**config.mk**
```make
export PLATFORM = sky130hd
export DESIGN_NAME = pointwise
export DESIGN_NICKNAME = d
export VERILOG_FILES = /design/src/rtl/pointwise.sv
export SDC_FILE = /design/constraint.sdc
export NUM_CORES = 1
export LEC_CHECK = 0
export ABC_CLOCK_PERIOD_IN_PS = 1900
export BUFFER_PORTS_ARGS = -buffer_cell sky130_fd_sc_hd__clkbuf_2
export CAP_MARGIN = 0
export CORE_ASPECT_RATIO = 0.75
export CORE_UTILIZATION = 52
export CTS_CLUSTER_SIZE = 25
export DETAILED_ROUTE_END_ITERATION = 10
export GPL_TIMING_DRIVEN = 0
export PLACE_DENSITY = 0.77
export SLEW_MARGIN = 15
export SYNTH_ARGS = -nofsm -noshare
export SYNTH_HDL_FRONTEND = slang
export SYNTH_SLANG_ARGS = --single-unit
```
**constraint.sdc**
```tcl
create_clock -name clk -period 1.9 [get_ports clk]
set_input_delay 0.19 -clock clk [delete_from_list [all_inputs] [get_ports clk]]
set_output_delay 0.19 -clock clk [all_outputs]
set_load 0.02 [all_outputs]
```
**src/rtl/pointwise.sv**
```systemverilog
// Streaming pointwise kernel: reads one frame in raster order and emits 2*in two cycles later.
// Optional build macro POINTWISE_SATURATE_EN clamps the doubled value at 16'hFFFF instead of wrapping.
module pointwise #(
    parameter int unsigned IMG_WIDTH  = 64,
    parameter int unsigned IMG_HEIGHT = 64
) (
    input  logic        clk,
    input  logic        rst_n,
    input  logic        flush,
    output logic        hw_input_stencil_op_hcompute_hw_input_global_wrapper_stencil_read_en,
    input  logic [15:0] hw_input_stencil_op_hcompute_hw_input_global_wrapper_stencil_read [0:0],
    output logic        hw_output_stencil_op_hcompute_hw_output_stencil_write_valid,
    output logic [15:0] hw_output_stencil_op_hcompute_hw_output_stencil_write [0:0]
);

    localparam int unsigned XW = (IMG_WIDTH > 1) ? $clog2(IMG_WIDTH) : 1;
    localparam int unsigned YW = (IMG_HEIGHT > 1) ? $clog2(IMG_HEIGHT) : 1;
    localparam logic [XW-1:0] XMax = XW'(IMG_WIDTH - 1);
    localparam logic [YW-1:0] YMax = YW'(IMG_HEIGHT - 1);

    logic [XW-1:0] x_q, x_d;
    logic [YW-1:0] y_q, y_d;
    logic          done_q, done_d;
    logic          v1_q, v1_d, v2_q, v2_d;
    logic [15:0]   d1_q, d1_d, d2_q, d2_d;

    logic          restart;
    logic          read_en;
    logic [15:0]   pix_in;
    logic [15:0]   pix_calc;

    // rst_n is active-high here; both reset and flush restart the schedule at pixel (0,0).
    assign restart = rst_n | flush;
    assign read_en = ~restart & ~done_q;
    assign pix_in  = hw_input_stencil_op_hcompute_hw_input_global_wrapper_stencil_read[0];

`ifdef POINTWISE_SATURATE_EN
    assign pix_calc = pix_in[15] ? 16'hFFFF : {pix_in[14:0], 1'b0};
`else
    assign pix_calc = {pix_in[14:0], 1'b0};
`endif

    always_comb begin
        x_d    = x_q;
        y_d    = y_q;
        done_d = done_q;
        if (restart) begin
            x_d    = '0;
            y_d    = '0;
            done_d = 1'b0;
        end else if (read_en) begin
            if (x_q == XMax) begin
                x_d = '0;
                if (y_q == YMax) begin
                    y_d    = '0;
                    done_d = 1'b1;
                end else begin
                    y_d = y_q + 1'b1;
                end
            end else begin
                x_d = x_q + 1'b1;
            end
        end
    end

    always_comb begin
        v1_d = read_en;
        d1_d = read_en ? pix_calc : 16'h0000;
        v2_d = v1_q & ~restart;
        d2_d = (v1_q & ~restart) ? d1_q : 16'h0000;
    end

    always_ff @(posedge clk) begin
        if (rst_n) begin
            x_q    <= '0;
            y_q    <= '0;
            done_q <= 1'b0;
            v1_q   <= 1'b0;
            d1_q   <= 16'h0000;
            v2_q   <= 1'b0;
            d2_q   <= 16'h0000;
        end else begin
            x_q    <= x_d;
            y_q    <= y_d;
            done_q <= done_d;
            v1_q   <= v1_d;
            d1_q   <= d1_d;
            v2_q   <= v2_d;
            d2_q   <= d2_d;
        end
    end

    // Outputs are masked combinationally so a reset/flush cycle never shows a stale pixel.
    always_comb begin
        hw_input_stencil_op_hcompute_hw_input_global_wrapper_stencil_read_en = read_en;
        hw_output_stencil_op_hcompute_hw_output_stencil_write_valid = v2_q & ~restart;
        hw_output_stencil_op_hcompute_hw_output_stencil_write[0] =
            (v2_q & ~restart) ? d2_q : 16'h0000;
    end

endmodule

```
[After elaboration in Yosys (flattened, before gate mapping)]
Index checks and enable logic that the tools add are counted.
Word-level totals
  output and inout port bits: 18
  word-level logic and storage cells: 28
  register bits: 47
Cells by class
  bitwise logic cells: 8
  equal/unequal tests: 2
  reductions and logical operators: 5
  add/sub/neg operators: 2
  multiplexer cells: 3
Operator list (number)
  $mux W16: 1
  $add A6 B1 Y6 const B: 2
  $eq A6 B6 Y1 const B: 2
  $mux W6: 2
  $reduce_or A2 Y1: 3
  $not A1 Y1: 4
  $and A1 B1 Y1: 3
  $reduce_and A3 Y1: 1
  $reduce_and A2 Y1: 1
  $or A1 B1 Y1: 1

[Longest topological paths before layout]
  depth after elaboration: 5
  mapped depth: 5

[Worst setup path after synthesis]
Ideal clock, no wire load.
  kind: reg2reg
  from: register x_q[0]
  to: register y_q[2]
  path slack: 475 ps
  period minus slack after synthesis: 1425 ps
  cell stages (with the launch flop): 6
  arrival time: 1355 ps
  setup time: 70 ps
  path through: dfxtp_1 ha_1 nand3b_1 clkbuf_1 or4_1 a21oi_1
On the way
  longest elaborated chain between the ends: 2
RTL lines
  from (decl): line 21  | logic [XW-1:0] x_q, x_d;
  from (signal assigned): line 75  | x_q <= '0;
  from (signal assigned): line 83  | x_q <= x_d;
  $eq A6 B6 Y1: line 52  | if (x_q == XMax) begin
  $reduce_and A2 Y1 (no source line)
  to (signal assigned): line 84  | y_q <= y_d;
  to (decl): line 22  | logic [YW-1:0] y_q, y_d;
Every way passes these cells.
A chain may end at the register's enable or synchronous reset.

[Final worst setup path]
  from: register done_q
  to: output hw_input_stencil_op_hcompute_hw_input_global_wrapper_stencil_read_en
On the way
  longest elaborated chain between the ends: 2
RTL lines
  from (decl): line 23  | logic done_q, done_d;
  from (signal assigned): line 85  | done_q <= done_d;
  $not A1 Y1: line 34  | assign read_en = ~restart & ~done_q;
  $and A1 B1 Y1: line 34
  to (decl): line 10  | output logic hw_input_stencil_op_hcompute_hw_input_global_wrapper_stencil_read_en,
Every way passes these cells.

==> flow_summary_export.csv <==
group,metric,value,unit
timing,period_needed,1.685,ns
final_layout,drive_gt1_share,22.06,%
placed_design,place.gp.congestion,0.8842,
global_routing,antenna_found_initial,0,
timing,drv_slew,0,
yosys,syn_avg_cell_area,9.971,µm²
detailed_routing,dr.first_iter.drc_count,97,
detailed_routing,highest_layer,"met4",
cts,clkSlewWorstSetupHoldPaths,0.08,ns
yosys,ys_top_cells_by_count,"45 x dfxtp_1, 30 x and3_1, 17 x and2_1",
detailed_routing,wl_met3,242,µm
detailed_routing,post_drt_via_cell_ratio,5.426,
yosys,yosys_warnings,0,
yosys,synth_fp_nets,183,
hold_path,hold_class,"in2reg",
cts,worstSkewPairLatency,0.30,ns
cts,numCtsBuffers,5,
pwr,power_leakage,0.8904,nW
worst_setup_path,critical_path_class,"reg2out",
yosys,yosysTopAreaCell,"dfxtp_1",
worst_setup_path,r2r_slack,0.23,ns
worst_setup_path,reg2reg_from,"x_q[0]$_SDFFE_PP0N_",
worst_setup_path,crit_cells,4,
floorplan,die_h,50.27,µm
yosys,netlist.area_leader.share,55.77,%
placed_design,dp_hpwl,2274,µm
floorplan,pin_count,37,
final_layout,antenna_cells,0,
yosys,synthCells,162,
timing,slew_headroom,66.48,%
worst_setup_path,reg2reg_to,"y_q[2]$_SDFFE_PP0P_",
worst_setup_path,endpoint_kind,"output pin",
floorplan,coreArea,2957,µm²
timing,worstMarginPinSlew,0.5009,ns
worst_setup_path,worstPathArrival,1.49,ns
yosys,synth-main-ff-cell,"dfxtp_1",
yosys,ys_seq_area_share,55.77,%
worst_setup_path,cp_top_family,"buffers and inverters",
final_layout,fin_nets,224,
detailed_routing,vias,1313,
final_layout,nFillCells,236,
worst_setup_path,crit_buf_inv,3,
placed_design,port_buffers,34,
detailed_routing,routedWlPerCell,13.19,µm
worst_setup_path,r2r_cells,5,
yosys,yosysUniqueCellTypes,31,
floorplan,fp.dieArea,3335,µm²
timing,setup_viol,0,
cts,cts_tree,"done",
cts,ctsResizeCount,0,
yosys,synth_edf_count,0,
worst_setup_path,required,1.71,ns
timing,fmax,593.5,MHz
global_routing,grt_overflow,0,
detailed_routing,postRouteAntennaNets,0,
flow_run,maxCapViolations,0,
run_status,status,"completed",
worst_setup_path,crit_path_cell_trace,"clkbuf_1, nor2_2, buf_2, clkbuf_2",
pwr,irDropWorstVdd,0.0005935,V
worst_setup_path,startpoint_type,"register",
floorplan,start_util,54.63,%
worst_setup_path,worstPathMaxFanout,10,
global_routing,track_usage,21.73,%
cts,clock-root-buffer,"clkbuf_8",
final_layout,syn2layout_area_growth,18.67,%
cts,cts_sinks,45,
detailed_routing,drt_first_pass_iters,4,
floorplan,fp-row-count,17,
global_routing,grt_pass1_vias,1193,
yosys,synth-async-reset-ratio,0,%
timing,hold_viol_final,0,
worst_setup_path,slowest_delay,0.31,ns
cts,ctsHtreeMaxLevel,2,
yosys,synth_seq_cells,45,
yosys,yosysMostFrequentCell,"dfxtp_1",
worst_setup_path,timing.critical_path.slowest_stage_cell,"dfxtp_1",
detailed_routing,wl_met2,1493,µm
timing,skew,0.003234,ns
detailed_routing,drc_errors,0,
timing,post-route-period-util,88.67,%
yosys,synth_area_leaders,"dfxtp_1 56%, and3_1 12%, and2_1 6.6%, clkbuf_1 1.9%, nor2_1 1.9%",
detailed_routing,wl,3191,µm
cts,post_cts.repair.setup_buffers,0,
timing,tns,0,ns
cts,cts_buffer_depth,2,
detailed_routing,m1WireLength,1395,µm
yosys,syn_area,1615,µm²
cts,cts_hold_buf,0,
global_routing,grt_max_degree,14,
pwr,total_power,1.603,mW
pwr,power_density,836.4,nW/µm²
global_routing,grt_pass1_wl,5175,µm
worst_setup_path,critPathLaunch,"done_q$_SDFFE_PP0P_",
timing,rsz0062_at_grt,"no",
final_layout,utilization,64.83,%
floorplan,die_x,66.36,µm
-- where the power goes --
| group | switching, mW | total [mW] | internal, mW | leakage, nW |
|---|---|---|---|---|
| Clock | 0.308 | 0.569 | 0.260 | 0.0385 |
| Combinational | 0.0365 | 0.0665 | 0.0300 | 0.486 |
| Sequential | 0.00781 | 0.968 | 0.960 | 0.366 |
| Total | 0.353 | 1.60 | 1.25 | 0.890 |
-- per-layer routing --
| layer | up-vias | global-route usage [%] |
|---|---|---|
| li1 | 643 | - |
| met4 | 0 | 12.41 |
| met2 | 51 | 33.67 |
| met3 | 10 | 8.636 |
| met5 | - | 0 |
| met1 | 609 | 25.43 |
-- metrics by stage --
| step | std cells | hold WS [ns] | area [µm²] | worst slack, ns |
|---|---|---|---|---|
| final | 242 | 0.08552 | 1917 | 0.2152 |
| after global routing | 242 | 0.07386 | 1917 | 0.08730 |
| after CTS | 242 | 0.07885 | 1917 | 0.1808 |
| after detailed placement | 234 | 0.3911 | 1833 | 0.2419 |
| after global placement | 234 | 0.3890 | 1833 | 0.3134 |
| after floorplan | 162 | 0.3117 | 1615 | 0.4751 |
-- state kept, by name, indices dropped and copies added (netlist names) --
register / count
d1_q: 15
d2_q: 15
x_q: 6
y_q: 6
done_q: 1
v1_q: 1
v2_q: 1
-- placed cells by master (no fill, tap or decap), types with 4 or more instances in the layout --
master	instances
nor2_1	8
and3_1	30
or4_1	4
o21ai_0	5
clkbuf_1	10
clkbuf_2	34
dfxtp_1	45
clkbuf_8	5
and2_1	17
nand3_1	4
a21oi_1	5
-- logic make-up after synthesis --
group	after synthesis	share of synthesized area, %
XOR/XNOR	4	2.169
other	1	0.2322
AO/OA/AOI/OAI	17	6.351
flip-flops	45	55.77
AND/OR/NAND/NOR	79	29.90
adder cells (fa/ha/maj)	2	1.549
multiplexers	1	0.6197
buffers and inverters	13	3.409
-- worst min path at each step --
stage,startpoint,endpoint,slack (ns),depth (start not counted)
floorplan,input pin,d1_q[10]$_SDFF_PP0_,0.31,1
global placement,input pin,d1_q[12]$_SDFF_PP0_,0.39,2
detailed placement,input pin,d1_q[15]$_SDFF_PP0_,0.39,2
CTS,input pin,d1_q[3]$_SDFF_PP0_,0.08,2
global route,input pin,d1_q[13]$_SDFF_PP0_,0.07,2
finish,input pin,d1_q[3]$_SDFF_PP0_,0.09,2
-- area by class of cell --
class                   count  area, µm²  area share (%)
flip-flops and latches     45      900.9           47.00
well taps                  38      47.55           2.480
inverters                   2      7.507          0.3916
plain buffers              11      47.55           2.480
repair buffers             34      170.2           8.877
clock inverters             1      7.507          0.3916
multi-input cells         104      659.4           34.40
clock buffers               7      76.32           3.982
-- worst reg2reg max path, stage by stage, from the launching register on --
cell	delay [ns]
dfxtp_1	0.39
ha_1	0.25
nand3b_1	0.15
clkbuf_1	0.23
or4_1	0.44
a21oi_1	0.15
No activity file was read; power rests on OpenSTA's default activity.
